`src/rtl/key_expansion.sv`:
```
// key_expansion -- AES-128 key schedule generator.
//
// On a start pulse in IDLE the block captures key_in. It then presents the
// 11 round keys (round 0 = the cipher key, up to round 10) on round_key, one
// per advance. All 16 bytes of the next key are computed in one cycle.
//
// Optional feature macro: KEY_EXP_STALL_EN
//   When defined, the rk_ready input is added. A key advances only on a
//   cycle with rk_valid=1 and rk_ready=1. While a key is not accepted, the
//   key, its index, rcon and done stay stable.
//   When undefined, rk_ready does not exist and every presented key is
//   accepted at once.
//
// Ports:
//   clk        in   1    rising-edge clock
//   rst_n      in   1    synchronous active-low reset
//   start      in   1    begin an expansion (accepted in IDLE only)
//   key_in     in   128  cipher key, byte 0 in [127:120]
//   rk_ready   in   1    consumer accept (KEY_EXP_STALL_EN only)
//   round_key  out  128  current round key
//   round_idx  out  4    round number of round_key, 0..10
//   rk_valid   out  1    round_key/round_idx valid
//   busy       out  1    expansion in progress
//   done       out  1    high while round 10 is presented

// aes_sbox -- combinational AES forward S-box.
//   i_byte  in   8  input byte
//   o_byte  out  8  substituted byte
module aes_sbox (
  input  logic [7:0] i_byte,
  output logic [7:0] o_byte
);

  localparam logic [0:255][7:0] SBOX = {
    128'h637c777bf26b6fc53001672bfed7ab76,
    128'hca82c97dfa5947f0add4a2af9ca472c0,
    128'hb7fd9326363ff7cc34a5e5f171d83115,
    128'h04c723c31896059a071280e2eb27b275,
    128'h09832c1a1b6e5aa0523bd6b329e32f84,
    128'h53d100ed20fcb15b6acbbe394a4c58cf,
    128'hd0efaafb434d338545f9027f503c9fa8,
    128'h51a3408f929d38f5bcb6da2110fff3d2,
    128'hcd0c13ec5f974417c4a77e3d645d1973,
    128'h60814fdc222a908846eeb814de5e0bdb,
    128'he0323a0a4906245cc2d3ac629195e479,
    128'he7c8376d8dd54ea96c56f4ea657aae08,
    128'hba78252e1ca6b4c6e8dd741f4bbd8b8a,
    128'h703eb5664803f60e613557b986c11d9e,
    128'he1f8981169d98e949b1e87e9ce5528df,
    128'h8ca1890dbfe6426841992d0fb054bb16
  };

  always_comb begin
    o_byte = SBOX[i_byte];
  end

endmodule

module key_expansion (
  input  logic         clk,
  input  logic         rst_n,
  input  logic         start,
  input  logic [127:0] key_in,
`ifdef KEY_EXP_STALL_EN
  input  logic         rk_ready,
`endif
  output logic [127:0] round_key,
  output logic [3:0]   round_idx,
  output logic         rk_valid,
  output logic         busy,
  output logic         done
);

  typedef enum logic [0:0] {
    IDLE   = 1'b0,
    EXPAND = 1'b1
  } state_t;

  localparam logic [3:0] LAST_IDX = 4'd10;
  localparam logic [7:0] RCON_INIT = 8'h01;

  state_t       r_state;
  state_t       w_state_nxt;

  logic [127:0] r_key;
  logic [3:0]   r_idx;
  logic [7:0]   r_rcon;

  logic         w_ready;
  logic         w_adv;
  logic         w_last;
  logic [31:0]  w_w0, w_w1, w_w2, w_w3;
  logic [31:0]  w_rot;
  logic [31:0]  w_sub;
  logic [31:0]  w_t;
  logic [31:0]  w_n0, w_n1, w_n2, w_n3;
  logic [7:0]   w_rcon_nxt;

`ifdef KEY_EXP_STALL_EN
  assign w_ready = rk_ready;
`else
  assign w_ready = 1'b1;
`endif

  // A key is consumed on any EXPAND cycle where the consumer accepts it.
  assign w_adv  = (r_state == EXPAND) && w_ready;
  assign w_last = (r_idx == LAST_IDX);

  // ---------------------------------------------------------------------
  // Next-key datapath: t = SubWord(RotWord(w3)) ^ {rcon, 24'h0}
  // ---------------------------------------------------------------------
  assign w_w0  = r_key[127:96];
  assign w_w1  = r_key[95:64];
  assign w_w2  = r_key[63:32];
  assign w_w3  = r_key[31:0];
  assign w_rot = {w_w3[23:0], w_w3[31:24]};

  aes_sbox u_sbox0 (.i_byte(w_rot[31:24]), .o_byte(w_sub[31:24]));
  aes_sbox u_sbox1 (.i_byte(w_rot[23:16]), .o_byte(w_sub[23:16]));
  aes_sbox u_sbox2 (.i_byte(w_rot[15:8]),  .o_byte(w_sub[15:8]));
  aes_sbox u_sbox3 (.i_byte(w_rot[7:0]),   .o_byte(w_sub[7:0]));

  assign w_t  = w_sub ^ {r_rcon, 24'h000000};
  assign w_n0 = w_w0 ^ w_t;
  assign w_n1 = w_n0 ^ w_w1;
  assign w_n2 = w_n1 ^ w_w2;
  assign w_n3 = w_n2 ^ w_w3;

  // xtime: multiply by x in GF(2^8) modulo x^8+x^4+x^3+x+1
  assign w_rcon_nxt = {r_rcon[6:0], 1'b0} ^ (r_rcon[7] ? 8'h1b : 8'h00);

  // ---------------------------------------------------------------------
  // FSM: state register
  // ---------------------------------------------------------------------
  always_ff @(posedge clk) begin
    if (!rst_n) begin
      r_state <= IDLE;
    end else begin
      r_state <= w_state_nxt;
    end
  end

  // ---------------------------------------------------------------------
  // FSM: next-state logic
  // ---------------------------------------------------------------------
  always_comb begin
    w_state_nxt = r_state;
    unique case (r_state)
      IDLE: begin
        if (start) begin
          w_state_nxt = EXPAND;
        end
      end
      EXPAND: begin
        if (w_adv && w_last) begin
          w_state_nxt = IDLE;
        end
      end
      default: w_state_nxt = IDLE;
    endcase
  end

  // ---------------------------------------------------------------------
  // FSM: outputs
  // ---------------------------------------------------------------------
  always_comb begin
    rk_valid = 1'b0;
    busy     = 1'b0;
    done     = 1'b0;
    if (r_state == EXPAND) begin
      rk_valid = 1'b1;
      busy     = 1'b1;
      done     = w_last;
    end
  end

  assign round_key = r_key;
  assign round_idx = r_idx;

  // ---------------------------------------------------------------------
  // Key / index / rcon registers
  // ---------------------------------------------------------------------
  // Acceptance of round 10 leaves the key in place so IDLE keeps showing
  // the last round key; rcon is reloaded on the next start.
  always_ff @(posedge clk) begin
    if (!rst_n) begin
      r_key  <= '0;
      r_idx  <= '0;
      r_rcon <= RCON_INIT;
    end else if (r_state == IDLE) begin
      if (start) begin
        r_key  <= key_in;
        r_idx  <= '0;
        r_rcon <= RCON_INIT;
      end
    end else if (w_adv && !w_last) begin
      r_key  <= {w_n0, w_n1, w_n2, w_n3};
      r_idx  <= r_idx + 4'd1;
      r_rcon <= w_rcon_nxt;
    end
  end

endmodule

```
`config.mk`:
```
export PLATFORM = sky130hd
export DESIGN_NAME = key_expansion
export DESIGN_NICKNAME = d
export VERILOG_FILES = /design/src/rtl/key_expansion.sv
export SDC_FILE = /design/constraint.sdc
export NUM_CORES = 1
export LEC_CHECK = 0
export BUFFER_PORTS_ARGS = -buffer_cell sky130_fd_sc_hd__buf_2
export CAP_MARGIN = 25
export CELL_PAD_IN_SITES_DETAIL_PLACEMENT = 1
export CELL_PAD_IN_SITES_GLOBAL_PLACEMENT = 1
export CORE_MARGIN = 10
export CORE_UTILIZATION = 41
export CTS_BUF_LIST = sky130_fd_sc_hd__clkbuf_4 sky130_fd_sc_hd__clkbuf_8
export DETAILED_ROUTE_END_ITERATION = 6
export PLACE_DENSITY = 0.79
export SLEW_MARGIN = 30
export SYNTH_ARGS = -nofsm -noshare
export SYNTH_HDL_FRONTEND = slang
export SYNTH_SLANG_ARGS = --single-unit
```
`constraint.sdc`:
```
create_clock -name clk -period 3.7 [get_ports clk]
set_clock_uncertainty 0.05 [all_clocks]
set_input_delay 0.925 -clock clk [delete_from_list [all_inputs] [get_ports clk]]
set_output_delay 0.925 -clock clk [all_outputs]
set_load 0.01 [all_outputs]
```
==> results.sh <==
export IMPL_status="finished, final reports clean"
export IMPL_start_util_pct=41.3
export IMPL_overflow=0
export IMPL_startpoint_type="register"
export IMPL_hold_viol=0
export IMPL_clock_latency_ns=0.59
export IMPL_synth_enable_flop_cells=0
export IMPL_p_int_mw=12.1
export IMPL_p_sw_mw=15.9
export IMPL_crit_arrival_ns=4.13
export IMPL_drt_pre_antenna_iters=6
export IMPL_port_buffers=265
export IMPL_wl_um=139000
export IMPL_async_flop_share_pct=0
export IMPL_via_count=30926
export IMPL_ioPinCount=266
export IMPL_drt_iter0_markers=4064
export IMPL_yosys_top_cells_area="dfxtp_1 12%, a21oi_1 5.4%, o21ai_0 4.9%"
export IMPL_leakage_nw=11.0
export IMPL_finalPower_mw=28.0
export IMPL_wl_per_cell_um=32.4
export IMPL_synth_area_um2=23300
export IMPL_htreeDepth=4
export IMPL_synth_ff_type="dfxtp_1"
export IMPL_drv_slew=0
export IMPL_hold_class="reg -> reg"
export IMPL_synth_distinct_cells=117
export IMPL_numClockSinks=141
export IMPL_cp_data_required_time_ns=4.14
export IMPL_grt_pass1_vias=30612
export IMPL_drc=0
export IMPL_grt_pass1_wl_um=205000
export IMPL_grt_max_degree=118
export IMPL_path_max_fanout=20
export IMPL_drv_cap=0
export IMPL_clock_root_buffer="clkbuf_8"
export IMPL_rsz0062_at_grt="yes"
export IMPL_end_kind="register"
export IMPL_synthCells=3228
export IMPL_comb_power_share_pct=84.8
export IMPL_p_per_area_nw_per_um2=1010
export IMPL_p_seq_share_pct=10.2
export IMPL_cts_tree="built"
export IMPL_fp_dieH_um=258
export IMPL_rows=87
export IMPL_place_area_um2=26900
export IMPL_clock_power_share_pct=4.9
export IMPL_syn_to_final_growth_pct=19.1
export IMPL_slew_headroom_pct=47.3
export IMPL_cts_reportedPaths_clkPinSlew_ns=0.10
export IMPL_synth_seq_area_share_pct=12.1
export IMPL_vias_per_cell=7.19
export IMPL_synth_avg_cell_area_um2=7.21
export IMPL_finalCritPeriodShare_pct=99.7
export IMPL_vdd_drop_max_uv=401
export IMPL_fmax_mhz=271
export IMPL_clockBufferDepth=2
export IMPL_synth_top_area_cell="dfxtp_1"
export IMPL_syn_nets=3421
export IMPL_dpl_hpwl_um=103000
export IMPL_die_area_um2=66700
export IMPL_core_area_um2=56300
export IMPL_ys_ff_latch=141
export IMPL_ant_nets=0
export IMPL_die_width_um=258
export IMPL_path_class="reg -> reg"
export IMPL_cts_buffers=17
export IMPL_setup_violations=0
export IMPL_tightest_slew_ns=0.789
export IMPL_yosysWarningCount=0
export IMPL_final_nets=3721
export IMPL_switching_share_pct=56.9
export IMPL_place_gp_congestion=1.09
export IMPL_antenna_found_initial=4
export IMPL_tns_ns=0
export IMPL_post_route_min_period_ns=3.69
export IMPL_fin_area_um2=27700
export IMPL_timing_hold_ws_ns=0.462
export IMPL_drive_gt1_share_pct=26.0
export IMPL_grt_total_usage_pct=39.6
export IMPL_netlist_area_leader_share_pct=12.1
[synthesized netlist by cell type (all sizes together) (50+ instances only)]
| cell | n |
|---|---|
| o21ai | 242 |
| buf | 189 |
| ha | 62 |
| o211ai | 54 |
| nor2b | 83 |
| mux2i | 93 |
| a21oi | 255 |
| a311oi | 51 |
| nor2 | 208 |
| clkbuf | 194 |
| inv | 50 |
| nand2 | 299 |
| a221oi | 59 |
| xnor2 | 80 |
| dfxtp | 141 |
| a31oi | 66 |
| a211oi | 62 |
| nand3 | 95 |
| nand2b | 87 |
| nor3 | 99 |
[flip-flops by register name (all words and copies together) (netlist names)]
name	flops
round_idx	4
r_state	1
round_key	128
r_rcon	8
[path summary, 6_finish.rpt]
path | start | end | slack, ns | depth (start not counted)
worst max-delay path | round_key[0] | round_key[72] | 0.01 | 13
worst min-delay path | round_key[47] | round_key[47] | 0.46 | 2
worst max register to register | round_key[0] | round_key[72] | 0.01 | 13
worst min register to register | round_key[47] | round_key[47] | 0.46 | 2
[logic make-up after synthesis]
| group | synth area share (%) |
|---|---|
| AOI/OAI and AO/OA | 35.8 |
| and+or+nand+nor | 23.8 |
| buffers and inverters | 9.53 |
| muxes | 9.15 |
| DFF | 12.1 |
| xor gates and xnor gates | 6.12 |
| adders and majority gates | 3.42 |
[per-layer routing]
layer / vias to the layer above / GRT usage [%] / part of all wire, %
li1: 12816 / - / -
met1: 15287 / 50.8 / 39
met2: 2288 / 59.5 / 43
met3: 533 / 10.2 / 12
met4: 2 / 22.7 / 6.4
met5: - / 0 / 0.0093
[metrics by stage]
step / util [%] / instances / setup slack, ns
global placement: 47.9 / 4260 / -0.385
CTS: 48.7 / 4292 / -0.0463
floorplan: - / 3228 / -0.0171
detailed placement: 47.9 / 4260 / -0.388
global route: 49.2 / 4299 / -0.147
finish: 49.2 / 4299 / 0.0112
[power by group through the flow]
stage | clock, mW | combinational (mW) | sequential, mW
3_5_place_dp | 0 | 22.1 | 2.91
2_1_floorplan | 0 | 13.5 | 2.53
3_3_place_gp | 0 | 21.7 | 2.87
4_1_cts | 1.39 | 22.3 | 2.88
6_report | 1.38 | 23.7 | 2.86
5_1_grt | 1.44 | 24.8 | 2.90
[cell usage in the layout (no fill, tap or decap), drive strengths merged, types with 24 or more instances in the layout]
cell type / n
a211oi: 62
nand2: 299
xnor2: 80
a221oi: 59
nand2b: 87
nor2b: 83
nor3b: 26
ha: 62
and2: 40
or3: 24
dfxtp: 141
a31oi: 66
a211o: 28
buf: 664
o221ai: 26
xor2: 38
and3: 29
o311ai: 49
a21oi: 255
inv: 53
o22ai: 31
o31ai: 25
or2: 37
mux4: 48
mux2i: 93
o211ai: 54
a311oi: 51
nor3: 99
nor2: 208
o21ai: 242
nand3: 95
[cell type report]
type | instances | area, µm²
fillers | 7150 | 28600
multi-input cells | 2644 | 18500
clock buffers | 20 | 269
flip-flops and latches | 141 | 2860
diodes | 3 | 7.51
repair buffers | 664 | 4730
clock inverters | 11 | 109
well taps | 756 | 946
inverters | 60 | 229
[repair_timing]
action                     4_1_cts  5_1_grt
hold endpoints to repair         0        0
hold buffers                     0        0
setup endpoints to repair       10       56
resized for setup               19       53
setup buffers                    1        4
pin swaps                        2        5
[critical path, stage by stage (launching register included)]
cell       delay [ns]
dfxtp_1          0.34
buf_4            0.24
ha_1             0.30
and2_1           0.23
o311ai_1         0.28
o21ai_1          0.12
a2111oi_1        0.55
buf_4            0.21
a211oi_1         0.05
a311o_1          0.45
buf_4            0.20
xnor2_2          0.14
mux2i_1          0.16
a221oi_2         0.28
Note: power is estimated with default switching activity, not from simulation.
